## config.mk

```make
export PLATFORM = sky130hd
export DESIGN_NAME = sample_index_streamer
export DESIGN_NICKNAME = d
export VERILOG_FILES = /design/src/rtl/sample_index_streamer.sv
export SDC_FILE = /design/constraint.sdc
export NUM_CORES = 1
export LEC_CHECK = 0
export ABC_AREA = 1
export BUFFER_PORTS_ARGS = -buffer_cell sky130_fd_sc_hd__buf_2
export CELL_PAD_IN_SITES_DETAIL_PLACEMENT = 1
export CELL_PAD_IN_SITES_GLOBAL_PLACEMENT = 2
export CORE_MARGIN = 3
export CORE_UTILIZATION = 34
export DETAILED_ROUTE_END_ITERATION = 10
export GPL_TIMING_DRIVEN = 1
export PLACE_DENSITY = 0.9
export SLEW_MARGIN = 25
export SYNTH_ARGS = -nofsm -noshare
export SYNTH_HDL_FRONTEND = slang
export SYNTH_SLANG_ARGS = --single-unit
```

## constraint.sdc

```tcl
create_clock -name clk -period 4.7 [get_ports clk]
set_clock_uncertainty 0.05 [all_clocks]
set_input_delay 0.705 -clock clk [delete_from_list [all_inputs] [get_ports clk]]
set_output_delay 0.705 -clock clk [all_outputs]
set_load 0.01 [all_outputs]
```

## src/rtl/sample_index_streamer.sv

```systemverilog
// sample_index_streamer: transmit end of the sample/index stream feeding the
// delay beamformer. Reads samples from a fixed-latency sample RAM, presents
// each one with a 16-bit index, drives the beamformer start strobe and counts
// the data_good strobes returned during a pass.
// Optional build macro: SAMPLE_STREAMER_WRAP_EN -- continuous streaming that
// wraps back to index 0 instead of ending in DRAIN/DONE.
module sample_index_streamer #(
    parameter int NUM_SAMPLES = 1024,
    parameter int ADDR_W      = 10,
    parameter int RAM_LATENCY = 2,
    parameter int HOLD_CYCLES = 1
) (
    input  logic              clk,
    input  logic              reset,
    input  logic              start,
    output logic [ADDR_W-1:0] sample_addr,
    input  logic [31:0]       sample_data,
    output logic [31:0]       output_value,
    output logic [15:0]       output_index,
    output logic              startbeamformer,
    input  logic              data_good,
    output logic [15:0]       select_count,
    output logic              busy,
    output logic              done
);

    localparam int          DATA_W    = 32;
    localparam logic [15:0] LAST_IDX  = 16'(NUM_SAMPLES - 1);
    localparam logic [15:0] IDLE_IDX  = 16'hFFFF;
    localparam logic [15:0] HOLD_LAST = 16'(HOLD_CYCLES - 1);

    // Elaboration-time parameter legality
    if (NUM_SAMPLES > 65535) begin : g_bad_num_samples
        $error("NUM_SAMPLES must not exceed 65535 (16-bit index)");
    end
    if (NUM_SAMPLES < 1 || NUM_SAMPLES > (2 ** ADDR_W)) begin : g_bad_addr_w
        $error("NUM_SAMPLES must be 1..2**ADDR_W");
    end
    if (ADDR_W < 1 || ADDR_W > 16) begin : g_bad_addr_range
        $error("ADDR_W must be 1..16");
    end
    if (RAM_LATENCY < 1 || RAM_LATENCY > 4) begin : g_bad_latency
        $error("RAM_LATENCY must be 1..4");
    end
    if (HOLD_CYCLES < 1 || HOLD_CYCLES > 65536) begin : g_bad_hold
        $error("HOLD_CYCLES must be 1..65536");
    end

    typedef enum logic [1:0] {
        S_IDLE,
        S_STREAM,
        S_DRAIN,
        S_DONE
    } state_t;

    state_t              state_q;
    logic [ADDR_W-1:0]   addr_q;
    logic [DATA_W-1:0]   value_q;
    logic [15:0]         index_q;
    logic                sbf_q;
    logic [15:0]         count_q;
    logic                busy_q;
    logic                done_q;

    // Issue side: the address register plus a tag saying an issue just happened
    logic                issue_vld_q;
    logic [15:0]         issue_idx_q;
    logic                issuing_q;
    logic [15:0]         next_idx_q;
    logic [15:0]         issue_hold_q;

    // Output side: hold countdown for the index currently presented
    logic [15:0]         out_hold_q;

    // Valid/index shift pipeline matching the RAM read latency
    logic                pipe_vld_q [1:RAM_LATENCY];
    logic [15:0]         pipe_idx_q [1:RAM_LATENCY];

    logic                issue_now_d;
    logic [15:0]         count_d;
    logic                emerge_vld;
    logic [15:0]         emerge_idx;

    function automatic logic [15:0] sat_inc16(input logic [15:0] v);
        return (v == 16'hFFFF) ? v : v + 16'd1;
    endfunction

    function automatic logic [15:0] next_index(input logic [15:0] i);
        return (i == LAST_IDX) ? 16'd0 : i + 16'd1;
    endfunction

    assign emerge_vld = pipe_vld_q[RAM_LATENCY];
    assign emerge_idx = pipe_idx_q[RAM_LATENCY];

    // Next-state helpers: when to issue the next address, and the strobe count
    always_comb begin
        issue_now_d = (state_q == S_STREAM) && issuing_q && (issue_hold_q == 16'd0);
        count_d     = count_q;
        if (busy_q && data_good) begin
            count_d = sat_inc16(count_q);
        end
    end

    // Pass FSM, issue side, read pipeline and registered outputs
    always_ff @(posedge clk) begin
        if (reset) begin
            state_q      <= S_IDLE;
            addr_q       <= '0;
            value_q      <= '0;
            index_q      <= IDLE_IDX;
            sbf_q        <= 1'b0;
            count_q      <= '0;
            busy_q       <= 1'b0;
            done_q       <= 1'b0;
            issue_vld_q  <= 1'b0;
            issue_idx_q  <= '0;
            issuing_q    <= 1'b0;
            next_idx_q   <= '0;
            issue_hold_q <= '0;
            out_hold_q   <= '0;
            for (int k = 1; k <= RAM_LATENCY; k++) begin
                pipe_vld_q[k] <= 1'b0;
                pipe_idx_q[k] <= '0;
            end
        end else begin
            pipe_vld_q[1] <= issue_vld_q;
            pipe_idx_q[1] <= issue_idx_q;
            for (int k = 2; k <= RAM_LATENCY; k++) begin
                pipe_vld_q[k] <= pipe_vld_q[k-1];
                pipe_idx_q[k] <= pipe_idx_q[k-1];
            end
            issue_vld_q <= 1'b0;
            done_q      <= 1'b0;
            count_q     <= count_d;

            if (out_hold_q != 16'd0) begin
                out_hold_q <= out_hold_q - 16'd1;
            end

            // A read returns: present it and start its hold window
            if (emerge_vld) begin
                value_q    <= sample_data;
                index_q    <= emerge_idx;
                out_hold_q <= HOLD_LAST;
                sbf_q      <= 1'b1;
`ifdef SAMPLE_STREAMER_WRAP_EN
                // Index 0 following a shown index marks a wrap: new pass begins
                if (emerge_idx == 16'd0 && index_q != IDLE_IDX) begin
                    done_q  <= 1'b1;
                    count_q <= data_good ? 16'd1 : 16'd0;
                end
`endif
            end

            case (state_q)
                S_IDLE, S_DONE: begin
                    if (start) begin
                        state_q      <= S_STREAM;
                        busy_q       <= 1'b1;
                        count_q      <= '0;
                        addr_q       <= '0;
                        issue_vld_q  <= 1'b1;
                        issue_idx_q  <= '0;
                        next_idx_q   <= next_index(16'd0);
                        issue_hold_q <= HOLD_LAST;
`ifdef SAMPLE_STREAMER_WRAP_EN
                        issuing_q    <= 1'b1;
`else
                        issuing_q    <= (NUM_SAMPLES > 1);
`endif
                    end
                end
                S_STREAM: begin
                    if (issue_now_d) begin
                        addr_q       <= next_idx_q[ADDR_W-1:0];
                        issue_vld_q  <= 1'b1;
                        issue_idx_q  <= next_idx_q;
                        next_idx_q   <= next_index(next_idx_q);
                        issue_hold_q <= HOLD_LAST;
`ifndef SAMPLE_STREAMER_WRAP_EN
                        if (next_idx_q == LAST_IDX) begin
                            issuing_q <= 1'b0;
                        end
`endif
                    end else if (issuing_q && issue_hold_q != 16'd0) begin
                        issue_hold_q <= issue_hold_q - 16'd1;
                    end
`ifndef SAMPLE_STREAMER_WRAP_EN
                    // Final index has finished its hold and nothing is in flight
                    if (index_q == LAST_IDX && out_hold_q == 16'd0 && !emerge_vld) begin
                        state_q <= S_DRAIN;
                    end
`endif
                end
                S_DRAIN: begin
                    state_q <= S_DONE;
                    busy_q  <= 1'b0;
                    sbf_q   <= 1'b0;
                    index_q <= IDLE_IDX;
                    value_q <= '0;
                    done_q  <= 1'b1;
                end
                default: begin
                    state_q <= S_IDLE;
                end
            endcase
        end
    end

    assign sample_addr     = addr_q;
    assign output_value    = value_q;
    assign output_index    = index_q;
    assign startbeamformer = sbf_q;
    assign select_count    = count_q;
    assign busy            = busy_q;
    assign done            = done_q;

endmodule

```

==> reports/metrics.csv, run 1 <==
metric,value,unit
status,"complete, no violations",
Yosys reg bits,169,
Die Span X,150,um
synth cell count leaders,"241 x nand2_1, 169 x dfxtp_1, 153 x nor2_1",
max-slew violation count,0,
Synth Area per Inst,7.24,um2
Clock Latency Late Sink,420,ps
Mapped Area,7090,um2
Post-synth ARST share,0,
Vias/cell,4.62,
post-synth top area cell,dfxtp_1,
post-route cell area,8330,um2
DRT Wirelength,18200,um
Crit Path Class,reg2reg,
die area,22600,um2
CTS sink cnt,169,
CTS Buffer Depth,2,
Post-DP Area,7780,um2
Std-Cell Rows,52,
synth warn,0,
cells after synthesis,979,
P_leak,0.00357,uW
Syn Nets,1022,
max_slew headroom,0.352,
Final #Nets,1114,
IO Port Bufs,112,
Finished Layout Cells,1354,
WP data arrival,2820,ps
post-CTS setup buffers,0,
largest net degree at the start of global routing,54,
TritonCTS clock tree,done,
Detail Route Antenna Nets,0,
CTS buffer count,17,
die height,150,um
layout cell share with drive strength beyond 1,0.157,
Pwr Density,526,nW/um2
Fin Setup TNS,0,ps
Tcrit/Tclk final,0.540,
R2R Path End,next_idx_q[3],
IO Count,113,
startpoint type of the worst setup path,flip-flop,
Clk Tree Root Cell,clkbuf_16,
Post-synth top flop,dfxtp_1,
vias in the first global route,6179,
Netlist cell types,39,
most frequent cell after synthesis,nand2_1,
Hold Path Sink,pipe_idx_q[2][6],
worst reg2reg startpoint,state_q[0],
area of the core,20400,um2
crit-path max FO,22,
clock period minus worst slack,2540,ps
synthesis-to-layout area growth,17.5,%
H-tree level count,4,
Max Cap Viol,0,
grt ovf,0,
per-cell routed wire length,13.4,um
Fmax,394,MHz
CP endpoint kind,flip-flop,
peak supply drop,0.244,mV
Via Count,6252,
top-area cell type share of the netlist area,0.477,
Reg2Reg Setup Slack,2160,ps
Placer Congestion,0.804,
HP Class,reg2reg,
sequential element share of the synthesized area,0.477,
WHS Path Cells,2,
gr usage total,0.163,
hold buffer count at CTS,0,
DRC,0,
final hold viol count,0,
RSZ-0062 raised after global routing,no,
Area contributors post-synth,"dfxtp_1 48%, nand2_1 13%, nor2_1 8.1%",
required time worst endpoint,4980,ps
n_diodes,0,
# fillers,2632,
clock transition at the registers of the reported paths,70,ps
Starting Density,0.348,
initial antenna violation count,0,
Final setup viols,0,
Post-CTS Resized,0,
initial drt markers,222,
drt pass-1 iters,4,
Slew @ Worst Pin,973,ps
min-delay src,pipe_idx_q[1][6],
DP HPWL,13300,um
R2R depth,11,
post-placement cell count,1322,
Post-synth EDFFs,0,
first-pass GRT wire length,30100,um
==> layout by cell type (no fill, tap or decap), types with 3 or more instances in the layout <==
master / n
a211oi_1: 4
a21oi_1: 58
buf_2: 112
clkbuf_16: 17
clkinv_4: 3
dfxtp_1: 168
ha_1: 7
inv_1: 118
inv_2: 7
inv_6: 6
nand2_1: 241
nand2_2: 7
nand3_1: 52
nand4_1: 15
nor2_1: 153
nor2_2: 4
nor3_1: 13
o21ai_0: 26
o21ai_1: 6
o31ai_1: 12
xnor2_1: 4
xor2_1: 20
==> routing by layer <==
layer / vias up / track usage / routed length (um)
li1: 3250 / - / -
met3: 19 / 0.0325 / 827
met5: - / 0 / 0
met1: 2881 / 0.223 / 8960
met2: 102 / 0.260 / 8190
met4: 0 / 0.0503 / 222
==> worst max-delay path: stages, from the launching register on <==
cell,delay (ps)
dfxtp_1,360
inv_1,60
ha_1,300
inv_1,100
or2_1,190
nand2_2,140
inv_2,260
nand2_2,90
nand2_1,570
o21ai_0,200
nand2_1,100
inv_1,30
==> flip-flops by register name, indices dropped and copies added, names as in the netlist <==
register / flops
next_idx_q: 16
state_q: 2
output_index: 16
issuing_q: 1
issue_idx_q: 7
issue_vld_q: 1
pipe_idx_q: 32
output_value: 32
select_count: 16
issue_hold_q: 16
sample_addr: 9
pipe_vld_q: 2
out_hold_q: 16
done: 1
startbeamformer: 1
busy: 1
==> cell families after synthesis <==
group / Yosys count / synth area share
simple gates: 496 / 0.290
flops: 169 / 0.477
buf+inv: 168 / 0.0990
compound gates: 115 / 0.0921
xor+xnor: 24 / 0.0296
fa+ha+maj: 7 / 0.0124
==> worst max-delay path by stage <==
| stage | endpoint | slack [ps] | cells after the start | start |
|---|---|---|---|---|
| after floorplan | sample_addr[7] | 2900 | 8 | start |
| after global placement | next_idx_q[10] | 1850 | 6 | reset |
| after detailed placement | next_idx_q[3] | 1820 | 6 | reset |
| after CTS | next_idx_q[3] | 2070 | 11 | state_q[0] |
| after global routing | next_idx_q[10] | 1740 | 10 | state_q[0] |
| final | next_idx_q[3] | 2160 | 11 | state_q[0] |
==> layout make-up <==
type | instances | area, um2 | share of cell area
well taps | 270 | 338 | 0.0406
inverters | 127 | 477 | 0.0572
clock buffers | 19 | 443 | 0.0532
multi-input cells | 642 | 3010 | 0.361
clock inverters | 13 | 108 | 0.0129
repair buffers | 114 | 576 | 0.0691
flip-flops and latches | 169 | 3380 | 0.406
==> metrics by stage <==
step	total power, uW	util	hold WS [ps]	worst slack [ps]
floorplan	2790	-	338	2900
global placement	3080	0.382	334	1850
detailed placement	3110	0.382	350	1820
CTS	4450	0.409	356	2070
global route	4730	0.409	374	1740
finish	4380	0.409	352	2160
==> power by group <==
| part | switching (uW) | internal (uW) | total, uW |
|---|---|---|---|
| clock | 609 | 705 | 1310 |
| sequential | 113 | 1580 | 1690 |
| combinational | 946 | 429 | 1380 |
Power figures use the tool's default switching activity.
==> run 2, diff against run 1 <==
Settings changed: CORE_UTILIZATION 34 to 29, PLACE_DENSITY 0.9 to 0.82.
Clock period 4.7 ns to 2.33 ns, I/O delays scaled along.
==> run 2 against run 1 <==
  * Flip-flop and latch count unchanged
  * Die area increased by 17%
  * Final cell count increased by 4.5%
  * Cell area increased by 2.8%
  * First-iteration DRC count increased by 56%
  * Critical endpoint is now sample_addr[0]
  * Worst setup slack got worse by 1800 ps
  * Register-to-register slack got worse by 1800 ps
  * Global-route usage decreased by 1.8 points
  * Core utilization decreased by 4.9 points
  * Hold slack got worse by 230 ps
  * Wire length increased by 2.1%
==> reports/metrics.csv, run 2 (synthesis gave the netlist of run 1 again) <==
metric,value,unit
Final #Nets,1126,
RSZ-0062 raised after global routing,no,
WP data arrival,2320,ps
required time worst endpoint,2640,ps
register area,3380,um2
TritonCTS clock tree,done,
DP HPWL,13700,um
Final setup viols,0,
synthesis-to-layout area growth,20.8,%
first-pass GRT wire length,31600,um
worst reg2reg startpoint,state_q[0],
Post-DP Area,7940,um2
Finished Layout Cells,1415,
CTS Buffer Depth,2,
clock transition at the registers of the reported paths,70,ps
Slew @ Worst Pin,816,ps
IO Count,113,
drt pass-1 iters,5,
CP endpoint kind,flip-flop,
Max Cap Viol,0,
status,"complete, no violations",
hold buffer count at CTS,0,
Pwr Total,9310,uW
"commonest non-fill, non-tap cell in the layout",nand2_1,
max_slew headroom,0.455,
Detail Route Antenna Nets,0,
DRT Wirelength,18600,um
Fin Setup TNS,0,ps
H-tree level count,4,
Hold Path Sink,output_value[5],
Worst path slowest cell,dfxtp_1,
Die Span X,162,um
min-delay src,sample_data[5],
Post-CTS Resized,0,
R2R Path End,sample_addr[0],
max-slew violation count,0,
initial antenna violation count,0,
crit-path max FO,48,
die height,162,um
gr usage total,0.145,
CTS buffer count,17,
WHS Path Cells,3,
Clk Tree Root Cell,clkbuf_16,
DRC,0,
R2R depth,12,
CP top delay family,simple AND/OR/NAND/NOR gates,
vias in the first global route,6334,
Pwr Density,1090,nW/um2
WP buf/inv,5,
post-CTS setup buffers,0,
die area,26400,um2
clock period minus worst slack,2010,ps
post-placement cell count,1383,
Via Count,6265,
Fmax,497,MHz
# fillers,2981,
Tcrit/Tclk final,0.863,
largest net degree at the start of global routing,49,
Vias/cell,4.43,
area of the core,23800,um2
CTS sink cnt,169,
startpoint type of the worst setup path,flip-flop,
n_diodes,0,
initial drt markers,346,
peak supply drop,0.438,mV
"slowest stage delay, CP",360,ps
Crit path depth,12,
multi-input logic area,3010,um2
final hold viol count,0,
most frequent cells in the layout,"241 x nand2_1, 168 x dfxtp_1, 153 x nor2_1",
Starting Density,0.299,
Reg2Reg Setup Slack,320,ps
P_leak,0.00366,uW
HP Class,in2reg,
grt ovf,0,
Placer Congestion,0.765,
"critical path, cell by cell",inv_1 -> ha_1 -> inv_1 -> or2_1 -> nand2_2 -> inv_2 -> nand2_2 -> buf_12 -> inv_2 -> nand2_1 -> nand2_1 -> nor2_1,
post-route cell area,8560,um2
Crit Path Class,reg2reg,
Std-Cell Rows,56,
IO Port Bufs,112,
layout cell share with drive strength beyond 1,0.167,
Clock Latency Late Sink,420,ps
per-cell routed wire length,13.1,um
## run 2: changes by cell type in the layout (fill, tap and decap cells not counted), sizes merged
cell      previous run  this run
inv                132       131
buf                114       126
bufinv               0         3
clkbuf              19        18
clkinv               7         5
clkinvlp             1         2
## run 2: how the worst max path moves through the flow
stage | from | end | slack (ps)
2_1_floorplan | state_q[0] | sample_addr[7] | 550
5_1_grt | state_q[0] | sample_addr[0] | 110
3_3_place_gp | state_q[0] | sample_addr[0] | 380
4_1_cts | state_q[0] | sample_addr[0] | 300
6_report | state_q[0] | sample_addr[0] | 320
3_5_place_dp | state_q[0] | sample_addr[0] | 350
## run 2: final cells by class
cell class	instances	area share
flip-flops and latches	169	0.395
multi-input cells	642	0.351
repair buffers	126	0.0792
inverters	127	0.0557
clock buffers	18	0.0513
well taps	319	0.0466
clock inverters	14	0.0210
## run 2: routing by layer
layer  part of all wire  GRT usage  up-vias
met1               0.50      0.196     2903
met3              0.033     0.0305       13
met2               0.46      0.235       87
met4             0.0091     0.0396        0
met5                  0          0        -
li1                   -          -     3262
## run 2: tightest hold or removal path: cells and delay by family
| kind | cells | cell delay (ps) |
|---|---|---|
| buffers and inverters | 1 | 100 |
| and+or+nand+nor | 1 | 50 |
| AOI/OAI and AO/OA | 1 | 50 |
## run 2: metrics by stage
step                      utilization  hold slack [ps]  setup WS (ps)
after floorplan                     -              338            554
after global placement          0.334              332            382
after detailed placement        0.334              342            347
after CTS                       0.361              102            300
after global routing            0.361              111            113
final                           0.361              121            320
## run 2: power breakdown
group	switching, uW	total, uW	internal [uW]
clock network	1250	2990	1740
registers	208	3400	3190
logic	1940	2930	989
